$ cat src/rtl/computer_pkg.sv
// Shared opcode, ALU and bus-select constants plus control FSM state encoding.
// S_ADDB exists only when ADDAB_LDB_EN is defined.
package computer_pkg;

    localparam logic [7:0] OP_LDA_IMM  = 8'h86;
    localparam logic [7:0] OP_LDA_DIR  = 8'h87;
    localparam logic [7:0] OP_LDB_IMM  = 8'h88;
    localparam logic [7:0] OP_LDB_DIR  = 8'h89;
    localparam logic [7:0] OP_STA_DIR  = 8'h96;
    localparam logic [7:0] OP_STB_DIR  = 8'h97;
    localparam logic [7:0] OP_ADD_AB   = 8'h42;
    localparam logic [7:0] OP_SUB_AB   = 8'h43;
    localparam logic [7:0] OP_AND_AB   = 8'h44;
    localparam logic [7:0] OP_OR_AB    = 8'h45;
    localparam logic [7:0] OP_INCA     = 8'h46;
    localparam logic [7:0] OP_INCB     = 8'h47;
    localparam logic [7:0] OP_DECA     = 8'h48;
    localparam logic [7:0] OP_DECB     = 8'h49;
    localparam logic [7:0] OP_XOR_AB   = 8'h4A;
    localparam logic [7:0] OP_NOTA     = 8'h4B;
    localparam logic [7:0] OP_NOTB     = 8'h4C;
    localparam logic [7:0] OP_ADD_AB_B = 8'h4D;
    localparam logic [7:0] OP_BRA      = 8'h20;
    localparam logic [7:0] OP_BMI      = 8'h21;
    localparam logic [7:0] OP_BPL      = 8'h22;
    localparam logic [7:0] OP_BEQ      = 8'h23;
    localparam logic [7:0] OP_BNE      = 8'h24;
    localparam logic [7:0] OP_BVS      = 8'h25;
    localparam logic [7:0] OP_BVC      = 8'h26;
    localparam logic [7:0] OP_BCS      = 8'h27;
    localparam logic [7:0] OP_BCC      = 8'h28;

    typedef enum logic [2:0] {
        ALU_ADD, ALU_SUB, ALU_AND, ALU_OR, ALU_INC, ALU_DEC, ALU_XOR, ALU_NOT
    } alu_sel_t;

    localparam logic [1:0] B1_PC = 2'd0, B1_A = 2'd1, B1_B = 2'd2;
    localparam logic [1:0] B2_ALU = 2'd0, B2_BUS1 = 2'd1, B2_MEM = 2'd2;

    typedef enum logic [4:0] {
        S_F0, S_FW1, S_FWN, S_F2, S_DEC,
        S_OP0, S_OPW1, S_OPWN, S_LDIA, S_LDIB,
        S_DMAR, S_DW, S_LDDA, S_LDDB, S_STA, S_STB,
        S_ALUA, S_ALUB, S_BR0, S_BW, S_BLD, S_BSKIP
`ifdef ADDAB_LDB_EN
        , S_ADDB
`endif
    } state_t;

    function automatic alu_sel_t alu_code(input logic [7:0] op);
        case (op)
            OP_ADD_AB, OP_ADD_AB_B: alu_code = ALU_ADD;
            OP_SUB_AB:              alu_code = ALU_SUB;
            OP_AND_AB:              alu_code = ALU_AND;
            OP_OR_AB:               alu_code = ALU_OR;
            OP_INCA, OP_INCB:       alu_code = ALU_INC;
            OP_DECA, OP_DECB:       alu_code = ALU_DEC;
            OP_XOR_AB:              alu_code = ALU_XOR;
            OP_NOTA, OP_NOTB:       alu_code = ALU_NOT;
            default:                alu_code = ALU_ADD;
        endcase
    endfunction

endpackage

$ cat src/rtl/branch_eval.sv
// Branch condition: opcodes 21..28 pair up as (flag set, flag clear) over N,Z,V,C.
import computer_pkg::*;

module branch_eval (
    input  logic [7:0] op,
    input  logic [3:0] ccr,
    output logic       taken
);
    logic [2:0] k;
    logic [1:0] idx;

    always_comb begin
        k     = op[2:0] - 3'd1;
        idx   = 2'd3 - k[2:1];
        taken = (op == OP_BRA) | (ccr[idx] ^ k[0]);
    end
endmodule

$ cat src/rtl/control_unit.sv
// Moore control FSM with registered strobes for the 8-bit accumulator computer.
// Define ADDAB_LDB_EN to enable opcode 4D (A+B into B).
import computer_pkg::*;

module control_unit #(
    parameter int MEM_WAIT = 1
) (
    input  logic       clk,
    input  logic       reset,
    input  logic [7:0] IR,
    input  logic [3:0] CCR_Result,
    output logic       IR_Load,
    output logic       MAR_Load,
    output logic       PC_Load,
    output logic       PC_Inc,
    output logic       A_Load,
    output logic       B_Load,
    output logic       CCR_Load,
    output logic       write,
    output logic [2:0] ALU_Sel,
    output logic [1:0] Bus1_Sel,
    output logic [1:0] Bus2_Sel
);
    localparam logic [1:0] WAIT_INIT = 2'((MEM_WAIT == 0) ? 0 : MEM_WAIT - 1);
    // With no wait cycles, the PC increment moves to the cycle that consumes memory data.
    localparam logic       INC_LATE  = (MEM_WAIT == 0);

    state_t     state, nxt, after_op, after_dw;
    logic       run, taken, wdone, in_wait;
    logic [1:0] wcnt;

    branch_eval u_branch (.op(IR), .ccr(CCR_Result), .taken(taken));

    always_comb begin
        wdone    = (wcnt == 2'd0);
        in_wait  = state inside {S_FW1, S_FWN, S_OPW1, S_OPWN, S_DW, S_BW};
        after_op = (IR == OP_LDA_IMM) ? S_LDIA : (IR == OP_LDB_IMM) ? S_LDIB : S_DMAR;
        after_dw = (IR == OP_LDB_DIR) ? S_LDDB : S_LDDA;
        nxt      = S_F0;
        // The first edge after reset only arms the machine so F0 strobes appear on it.
        if (run) begin
            case (state)
                S_F0:          nxt = (MEM_WAIT == 0) ? S_F2 : S_FW1;
                S_FW1, S_FWN:  nxt = wdone ? S_F2 : S_FWN;
                S_F2:          nxt = S_DEC;
                S_DEC: begin
                    case (IR)
                        OP_LDA_IMM, OP_LDB_IMM, OP_LDA_DIR, OP_LDB_DIR,
                        OP_STA_DIR, OP_STB_DIR:                     nxt = S_OP0;
                        OP_ADD_AB, OP_SUB_AB, OP_AND_AB, OP_OR_AB,
                        OP_INCA, OP_DECA, OP_XOR_AB, OP_NOTA:       nxt = S_ALUA;
                        OP_INCB, OP_DECB, OP_NOTB:                  nxt = S_ALUB;
`ifdef ADDAB_LDB_EN
                        OP_ADD_AB_B:                                nxt = S_ADDB;
`endif
                        OP_BRA, OP_BMI, OP_BPL, OP_BEQ, OP_BNE,
                        OP_BVS, OP_BVC, OP_BCS, OP_BCC:             nxt = taken ? S_BR0 : S_BSKIP;
                        default:                                    nxt = S_F0;
                    endcase
                end
                S_OP0:          nxt = (MEM_WAIT == 0) ? after_op : S_OPW1;
                S_OPW1, S_OPWN: nxt = wdone ? after_op : S_OPWN;
                S_DMAR: begin
                    if (IR == OP_STA_DIR)      nxt = S_STA;
                    else if (IR == OP_STB_DIR) nxt = S_STB;
                    else                       nxt = (MEM_WAIT == 0) ? after_dw : S_DW;
                end
                S_DW:    nxt = wdone ? after_dw : S_DW;
                S_BR0:   nxt = (MEM_WAIT == 0) ? S_BLD : S_BW;
                S_BW:    nxt = wdone ? S_BLD : S_BW;
                default: nxt = S_F0;
            endcase
        end
    end

    always_ff @(posedge clk or negedge reset) begin
        if (!reset) begin
            state    <= S_F0;
            run      <= 1'b0;
            wcnt     <= 2'd0;
            IR_Load  <= 1'b0;
            MAR_Load <= 1'b0;
            PC_Load  <= 1'b0;
            PC_Inc   <= 1'b0;
            A_Load   <= 1'b0;
            B_Load   <= 1'b0;
            CCR_Load <= 1'b0;
            write    <= 1'b0;
            ALU_Sel  <= 3'd0;
            Bus1_Sel <= B1_PC;
            Bus2_Sel <= B2_ALU;
        end else begin
            run      <= 1'b1;
            state    <= nxt;
            wcnt     <= in_wait ? (wdone ? 2'd0 : wcnt - 2'd1) : WAIT_INIT;
            IR_Load  <= 1'b0;
            MAR_Load <= 1'b0;
            PC_Load  <= 1'b0;
            PC_Inc   <= 1'b0;
            A_Load   <= 1'b0;
            B_Load   <= 1'b0;
            CCR_Load <= 1'b0;
            write    <= 1'b0;
            ALU_Sel  <= 3'd0;
            Bus1_Sel <= B1_PC;
            Bus2_Sel <= B2_ALU;
            case (nxt)
                S_F0, S_OP0, S_BR0: begin
                    MAR_Load <= 1'b1;
                    Bus1_Sel <= B1_PC;
                    Bus2_Sel <= B2_BUS1;
                end
                S_FW1, S_OPW1, S_BSKIP: PC_Inc <= 1'b1;
                S_F2: begin
                    IR_Load  <= 1'b1;
                    Bus2_Sel <= B2_MEM;
                    PC_Inc   <= INC_LATE;
                end
                S_LDIA, S_LDIB: begin
                    A_Load   <= (nxt == S_LDIA);
                    B_Load   <= (nxt == S_LDIB);
                    Bus2_Sel <= B2_MEM;
                    PC_Inc   <= INC_LATE;
                end
                S_DMAR: begin
                    MAR_Load <= 1'b1;
                    Bus2_Sel <= B2_MEM;
                    PC_Inc   <= INC_LATE;
                end
                S_LDDA, S_LDDB: begin
                    A_Load   <= (nxt == S_LDDA);
                    B_Load   <= (nxt == S_LDDB);
                    Bus2_Sel <= B2_MEM;
                end
                S_STA, S_STB: begin
                    write    <= 1'b1;
                    Bus1_Sel <= (nxt == S_STA) ? B1_A : B1_B;
                    Bus2_Sel <= B2_BUS1;
                end
                S_ALUA, S_ALUB: begin
                    A_Load   <= (nxt == S_ALUA);
                    B_Load   <= (nxt == S_ALUB);
                    CCR_Load <= 1'b1;
                    ALU_Sel  <= alu_code(IR);
                    Bus1_Sel <= (nxt == S_ALUA) ? B1_A : B1_B;
                    Bus2_Sel <= B2_ALU;
                end
`ifdef ADDAB_LDB_EN
                S_ADDB: begin
                    B_Load   <= 1'b1;
                    CCR_Load <= 1'b1;
                    ALU_Sel  <= ALU_ADD;
                    Bus1_Sel <= B1_A;
                    Bus2_Sel <= B2_ALU;
                end
`endif
                S_BLD: begin
                    PC_Load  <= 1'b1;
                    Bus2_Sel <= B2_MEM;
                end
                default: ;
            endcase
        end
    end
endmodule

$ cat config.mk
export PLATFORM = sky130hd
export DESIGN_NAME = control_unit
export DESIGN_NICKNAME = d
export VERILOG_FILES = /design/src/rtl/computer_pkg.sv /design/src/rtl/branch_eval.sv /design/src/rtl/control_unit.sv
export SDC_FILE = /design/constraint.sdc
export NUM_CORES = 1
export LEC_CHECK = 0
export CAP_MARGIN = 20
export CORE_ASPECT_RATIO = 0.7
export CORE_MARGIN = 3
export CORE_UTILIZATION = 36
export CTS_BUF_LIST = sky130_fd_sc_hd__clkbuf_8
export DETAILED_ROUTE_END_ITERATION = 16
export RECOVER_POWER = 25
export SYNTH_ARGS = -nofsm -noshare
export SYNTH_HDL_FRONTEND = slang
export SYNTH_HIERARCHICAL = 1
export SYNTH_SLANG_ARGS = --single-unit
$ cat constraint.sdc
create_clock -name clk -period 3.09 [get_ports clk]
set_input_delay 0.618 -clock clk [delete_from_list [all_inputs] [get_ports clk]]
set_output_delay 0.618 -clock clk [all_outputs]
set_load 0.005 [all_outputs]
==> flow_results.org, run 1 <==
** Cells and area
- Layout Area Growth over Synthesis :: 29.0%
- Most frequent cells in the layout :: 26 x clkdlybuf4s50_1, 23 x dfrtp_1, 17 x nand2_1
- Leaving out fill and tap cells, the most frequent cell in the layout is clkdlybuf4s50_1.
- The number of antenna diodes in the final layout is 0.
- Fraction of the core area covered by cells at the end of the flow :: approximately half
- In the final design database the tool counted ~240 nets.
- Share of layout cells above drive strength 1 :: about a fifth
- The count of cells in the finished layout, fillers not included, comes to 282.

** STA
- Min setup slack post-route :: approximately 0.12 ns
- Normalized max-slew margin :: around an eighth
- For this run, the top clock speed supported by timing is around 0.34 GHz.
- Final slew viol count :: 0
- Skew final :: approximately 0.0047 ns
- Ratio of final minimum period to clock period :: a little over nine tenths
- Measured slew at the worst slew-check pin :: 1.30 ns
- The final hold violation count is 0.
- Worst-case hold slack :: roughly 0.49 ns
- The worst path needs between 2 and 3 ns of the cycle, external delays included.
- Setup-failing EPs final :: 0

** Placement
- Routability-driven placement finished with a final weighted congestion of 0.809.
- The HPWL after detailed placement is 3.02 mm.
- At the placement stage, the worst setup path has a slack of -0.214 ns.
- Placed Instances :: 278
- Buffers placed on the I/O ports in this run total 28.

** Critical path
- The critical path in this run is classified as in2reg.
- The worst register-to-register path has a depth of 7.
- STA classifies the critical path endpoint as a flop.
- Capture instance of the worst register-to-register path :: Bus2_Sel[1]
- In this run the worst path has a maximum fanout of 5.
- The worst register-to-register path begins at state[4].
- CP Data Required Time :: between 3 and 4 ns
- Type of element launching the critical path :: input pin
- In this run the register-to-register setup slack is approximately 0.91 ns.
- STA puts the critical path data arrival time at ~3.2 ns.

** Detailed routing
- Number of nets with antenna violations after detailed routing :: 0
- The routed layout has 1506 vias.
- DR iter-0 viols :: between 100 and 150
- Number of vias per cell :: around 5.3
- Final routed wirelength across all metal layers :: about 4.2 mm
- First-pass iteration count of the detailed router :: 4
- WL per Instance :: 15.0 um
- Count of unresolved DRC violations after routing :: 0

** Die
- Measured along the x axis, the die boundary spans roughly 90 um.
- From bottom edge to top edge, the die measures ~64 um.
- Top-level I/O count :: 29
- Die outline area :: about 5700 sq um
- Placeable Area :: 4480 sq um
- In this run the core area contains 20 standard-cell rows.
- Once the floorplan was initialized, standard cells occupied between 30% and 40% of the core.

** Global route
- Maximum number of pins on one net before global-route repair :: 24
- Vias in the first global route :: ~1400
- The number of antenna violations at the first check in global routing was 0.
- The first global-routing pass estimated 6.98 mm of wire.
- For this run, the total global-route usage over all layers was measured as between 15 and 20%.
- Overflow left after global routing :: 0

** Power
- Power, Total :: a little under 800 uW
- VDD IR-drop max :: 0.157 mV
- Dividing total power by cell area gives a power density of between 300 and 400 nW/um^2.
- Leakage power figure :: ~0.91 nW

** Synthesis
- Syn_nets :: a little over 200
- For this run, the register share of the synthesized area comes to about 33%.
- Number of instances in the synthesized netlist :: 191
- Synthesized area per cell :: 9.01 sq um
- Number of enable-type register cells in the synthesized netlist :: 0
- Post-Synthesis Cell Area :: ~1700 sq um
- Dominant synthesized flop cell :: dfrtp_1
- Proportion of register bits with asynchronous set or reset after synthesis :: 100%
- After synthesis the netlist holds a flip-flop and latch count of 23.
- For this run, the number of Yosys warnings is 6.
- Yosys mapped the design onto between 50 and 60 distinct sky130hd cell types.

** Min path
- The tightest min-delay check is of the reg2reg type.
- The worst hold path begins at wcnt[0].
- Hold Path Depth :: 1
- The worst hold path terminates at wcnt[0].

** Clock tree
- Register clock-pin slew on the reported worst setup and hold paths :: around 0.080 ns
- TritonCTS clock tree :: built
- Clock tree root buffer cell :: clkbuf_8
- TritonCTS buffer count :: 3
- H-tree levels :: 1
- Post-CTS timing repair inserted 0 buffers for setup.
- The clock passes through at most 2 buffers.
- Counting every sink on the clock net gives 23.
- Worst skew pair latency :: approximately 0.27 ns

** Flow run
- Max-cap violations in this run came to 0.

** Outcome
- The run finished with clean final reports.
## metrics by stage
stage	TNS (ns)	cell area [sq um]
2_1_floorplan	0	1720
3_3_place_gp	-0.838	2120
6_report	0	2220
5_1_grt	-0.0282	2220
4_1_cts	0	2170
3_5_place_dp	-1.41	2120
## state kept, by name, indices dropped and copies added, names as in the netlist
name      flops
ALU_Sel       3
A_Load        1
B_Load        1
Bus1_Sel      2
Bus2_Sel      2
CCR_Load      1
IR_Load       1
MAR_Load      1
PC_Inc        1
PC_Load       1
run           1
state         5
wcnt          2
write         1
## worst max-delay path, cell delays in order
cell and delay, ns:
clkdlybuf4s50_1 0.49, inv_2 0.06, ha_4 0.26, mux4_2 0.51, mux2i_2 0.24, nand2_1 0.08
or2_4 0.25, o2111a_2 0.18, nor4_2 0.26, o21ai_1 0.12, nand3_1 0.08
## layer usage
| metal | part of all wire, % | global-route usage [%] | vias to the layer above |
|---|---|---|---|
| li1 | - | - | 759 |
| met1 | 53 | 24.9 | 709 |
| met2 | 42 | 21.6 | 34 |
| met3 | 5.1 | 3.87 | 4 |
| met4 | 0.47 | 2.26 | 0 |
| met5 | 0 | 0 | - |
## worst max-delay path by stage
stage               depth (start not counted)   from        to
floorplan                                   8  IR[0]   IR_Load
global placement                           11  IR[0]  MAR_Load
detailed placement                         11  IR[1]  MAR_Load
CTS                                        11  IR[1]  MAR_Load
global route                               11  IR[0]  MAR_Load
finish                                     11  IR[0]  MAR_Load
## timing repair
item                                    CTS  global route
resized for setup                         0            12
hold buffers                              0             0
endpoints found under the setup margin    0             8
## area by class of cell
cell class	instances	area, sq um
Fill cell	424	2260
Multi-Input combinational cell	149	1110
Sequential cell	23	576
Timing Repair Buffer	44	399
Tap cell	55	68.8
Clock buffer	3	41.3
Inverter	7	26.3
Clock inverter	1	3.75
## power by group
group	total, mW	internal (mW)	switching, mW
Sequential	0.336	0.316	0.0204
Combinational	0.265	0.134	0.131
Clock	0.187	0.0889	0.0979
## cells by family (layout without fill, tap and decap cells)
| kind of cell | count (synthesis) | in the layout | synth area share, % |
|---|---|---|---|
| other | 1 | 1 | 0.218 |
| muxes | 5 | 5 | 3.71 |
| buffers and inverters | 19 | 55 | 5.38 |
| AOI/OAI and AO/OA | 44 | 44 | 19.1 |
| xor gates and xnor gates | 2 | 2 | 1.02 |
| and+or+nand+nor | 93 | 93 | 34.5 |
| DFF | 23 | 23 | 33.4 |
| adders and majority gates | 4 | 4 | 2.62 |
## cells in the mapped netlist (3+ instances only)
| cell | number | area [sq um] |
|---|---|---|
| dfrtp_1 | 23 | 576 |
| nand2_1 | 17 | 63.8 |
| nor2_1 | 16 | 60.1 |
| a21oi_1 | 14 | 70.1 |
| buf_2 | 11 | 55.1 |
| nor3_1 | 10 | 50.1 |
| inv_1 | 7 | 26.3 |
| nand2b_1 | 7 | 43.8 |
| nand3b_1 | 5 | 37.5 |
| nor3b_1 | 5 | 37.5 |
| o21ai_0 | 5 | 25.0 |
| o21ai_1 | 5 | 25.0 |
| nand3_1 | 4 | 20.0 |
| nor2b_1 | 4 | 25.0 |
| and3b_1 | 3 | 26.3 |
| mux2i_1 | 3 | 30.0 |
| nor4_1 | 3 | 18.8 |
(Power assumes the default switching activity.)
==> run 2: changes to the inputs <==
--- a/config.mk
+++ b/config.mk
@@ -7,7 +7,6 @@
 export LEC_CHECK = 0
 export CAP_MARGIN = 20
 export CORE_ASPECT_RATIO = 0.7
-export CORE_MARGIN = 3
 export CORE_UTILIZATION = 36
 export CTS_BUF_LIST = sky130_fd_sc_hd__clkbuf_8
 export DETAILED_ROUTE_END_ITERATION = 16
==> constraint.sdc (replaced) <==
create_clock -name clk -period 3.5 [get_ports clk]
set_input_delay 0.7 -clock clk [delete_from_list [all_inputs] [get_ports clk]]
set_output_delay 0.7 -clock clk [all_outputs]
set_load 0.005 [all_outputs]
==> run 2 against run 1 <==
Non-clock buffer count decreased by 12; power decreased by 16%; hold slack about the same; combinational power decreased by 23%; routed wire length decreased by 5.0%; sequential power decreased by 12%; sequential share of layout area increased by 1.8 points; clock skew decreased by 0.00099 ns; register-to-register slack improved by 0.40 ns; die area decreased by 10%; first-iteration DRC count decreased by 57%; global-route usage increased by 1.9 points; largest cell class unchanged.
==> flow_results.org, run 2 (synthesis results as in run 1) <==
** Outcome
- Result of the run: finished clean (unchanged).

** STA
- The clock period could shrink to approximately 3.1 ns.
- The worst path uses between 80% and 90% of the clock period.
- The worst clock skew on the final layout was 0.00367 ns (was 0.00465 ns).
- Upper clock frequency limit :: between 0.3 and 0.4 GHz
- The number of pins with negative max-slew slack in the final report was 0 (unchanged).
- Summed negative setup slack over all endpoints :: 0 ns (unchanged)
- The setup violation total in the final timing report came to 0 (unchanged).
- The transition time at the pin with the least slew margin was 1.25 ns (was 1.30 ns).
- The final hold violation count was 0 (unchanged).
- Setup repair after global routing left no endpoint under its margin.
- The worst slew margin relative to its limit was 16.8% (was 13.0%).

** Global route
- The pin count of the biggest net entering global routing is 24 (unchanged).
- The global route total overflow was 0 (unchanged).
- Vias in the first global route :: 1366 (was 1424)
- Initial antenna violation count :: 0 (unchanged)
- The first-pass GRT wire length came to 7.02 mm (was 6.98 mm).
- Total global routing track utilization :: 17.6% (was 15.7%)

** Detailed routing
- The detailed-router iteration count before antenna repair is 4 (unchanged).
- Final routed wirelength across all metal layers :: 4.01 mm (was 4.22 mm)
- Number of nets with antenna violations after detailed routing :: 0 (unchanged)
- The number of vias in the routed layout came to 1477 (was 1506).
- The number of remaining DRC errors was 0 (unchanged).
- The number of DRC markers in iteration 0 was 54 (was 125).
- The via density per instance is 5.47 (was 5.34).
- WL per Instance :: 14.8 um (was 15.0 um)

** Placement
- The routability-driven placement congestion ratio was 0.827 (was 0.809).
- The half-perimeter wire length of the detailed placement result came to 2.99 mm (was 3.02 mm).
- Port bufs :: 28 (unchanged)
- The cell area after placement came to 2030 sq um (was 2120 sq um).

** Clock tree
- CTS sink cnt :: 23 (unchanged)
- Number of hold buffers added after cts :: 0 (unchanged)
- # resized after CTS :: 0 (unchanged)
- The H-tree depth is 1 (unchanged).
- Worst skew pair latency :: 0.27 ns (about the same)
- Register clock-pin slew on the reported worst setup and hold paths :: 0.08 ns (about the same)
- The total CTS buffers was 3 (unchanged).
- The TritonCTS clock tree was built (unchanged).
- Maximum buffer depth of the clock tree :: 2 (unchanged)
- Setup bufs post-CTS :: 0 (unchanged)
- The buffer cell driving the clock tree root is clkbuf_8 (unchanged).

** Cells and area
- Final standard cell area without fillers :: 2080 sq um (was 2220 sq um)
- Layout Area Growth over Synthesis :: 20.6% (was 29.0%)
- Register with the most flip-flops :: state (unchanged)
- Flip-flop count of the largest register after layout :: 5 (unchanged)
- Most common library cell in the layout ignoring fill and taps :: clkdlybuf4s50_1 (unchanged)
- The share of layout cells above drive strength 1 was 10.2% (was 18.9%).
- Total number of nets in the final design :: 232 (was 244)
- Registers with the most flip-flops :: state x5, ALU_Sel x3 (unchanged)
- Most frequent cells in the layout :: 27 x clkdlybuf4s50_1, 23 x dfrtp_1, 17 x nand2_1 (was 26 x clkdlybuf4s50_1, 23 x dfrtp_1, 17 x nand2_1)
- The number of inserted filler cells in the final layout was 446 (was 424).
- The antenna diode count came to 0 (unchanged).

** Critical path
- The setup slack of the worst register-to-register path was 1.31 ns (was 0.91 ns).
- Cell-by-cell listing of the critical path: clkdlybuf4s50_1 -> inv_1 -> ha_1 -> mux4_2 -> mux2i_1 -> nand2_1 -> or2_1 -> o2111a_1 -> nor4_1 -> o21ai_1 -> nand3_1 (was clkdlybuf4s50_1 -> inv_2 -> ha_4 -> mux4_2 -> mux2i_2 -> nand2_1 -> or2_4 -> o2111a_2 -> nor4_2 -> o21ai_1 -> nand3_1).
- The maximum single-stage delay on the critical path is 0.51 ns (about the same).
- The category of the worst setup path capture point was a flop (unchanged).
- The highest net fanout along the worst path came to 5 (unchanged).
- Crit path kind :: in2reg (unchanged)
- The required time of the critical path is 3.71 ns (was 3.30 ns).
- Type of element launching the critical path :: input pin (unchanged)
- Worst path slowest cell :: mux4_2 (unchanged)
- The data arrival time of the worst path came to 3.34 ns (was 3.18 ns).

** Power
- Leakage power figure :: 0.842 nW (was 0.911 nW)
- The worst voltage drop across the vdd grid was 0.165 mV (was 0.157 mV).
- Power density of the placed cells :: 321 nW/um^2 (was 355 nW/um^2)

** Flow run
- Max-capacitance violation count :: 0 (unchanged)

** Die
- Placeable Area :: 4450 sq um (was 4480 sq um)
- The row count was 20 (unchanged).
- Die extent in y :: 59.9 um (was 63.9 um)
- The area of the die came to 5070 sq um (was 5660 sq um).
- The die width is 84.7 um (was 88.7 um).
- Initial core utilization :: 38.7% (was 38.4%)
- Top-level I/O count :: 29 (unchanged)

** Min path
- The worst hold-check path type was reg2reg (unchanged).
==> run 2: cell count changes in the layout (fill, tap and decap cells not counted), moves of 2 or more <==
cell and delta:
nor3_1 +2, inv_2 -2, nor3_2 -2, inv_1 +2, buf_4 -12
==> run 2: layout make-up <==
cell class	instances	area, sq um	area share [%]
Timing Repair Buffer	32	307	14.8
Clock inverter	1	3.75	0.181
Inverter	7	26.3	1.27
Sequential cell	23	576	27.7
Clock buffer	3	41.3	1.99
Tap cell	55	68.8	3.32
Multi-Input combinational cell	149	1050	50.8
==> run 2: critical path: cells and delay by family <==
kind	cells	cell delay (ns)
AOI/OAI and AO/OA	2	0.36
adders and majority gates	1	0.30
buffers and inverters	2	0.54
muxes	2	0.76
and+or+nand+nor	4	0.67
==> run 2: power breakdown <==
group          internal, mW  switching [mW]
Sequential            0.279          0.0176
Combinational        0.0969           0.108
Clock                0.0785          0.0861
Total                 0.454           0.211
==> run 2: path summary, 6_finish.rpt <==
check / startpoint / end / cells past startpoint
max: IR[0] / MAR_Load / 11
min: wcnt[0] / wcnt[0] / 1
max reg2reg: state[4] / MAR_Load / 7
min reg2reg: wcnt[0] / wcnt[0] / 1
max in group asynchronous: reset / Bus1_Sel[1] / 2
min in group asynchronous: reset / wcnt[1] / 2
==> run 2: per-stage QoR <==
step / std cells / util (%) / setup slack (ns) / total power, mW / hold WS [ns]
final: 270 / 46.6 / 0.374 / 0.666 / 0.485
after global routing: 270 / 46.6 / 0.230 / 0.706 / 0.508
after CTS: 270 / 46.7 / 0.405 / 0.671 / 0.485
after detailed placement: 266 / 45.7 / 0.150 / 0.507 / 0.473
after global placement: 266 / 45.7 / 0.193 / 0.506 / 0.474
after floorplan: 191 / - / 0.821 / 0.440 / 0.404
==> run 2: per-layer routing <==
| metal | track usage (%) | up-vias | share of wire (%) |
|---|---|---|---|
| met5 | 0 | - | 0 |
| met4 | 1.45 | 0 | 0.40 |
| met3 | 3.45 | 5 | 7.1 |
| met2 | 24.7 | 38 | 38 |
| met1 | 28.3 | 696 | 54 |
| li1 | - | 738 | - |
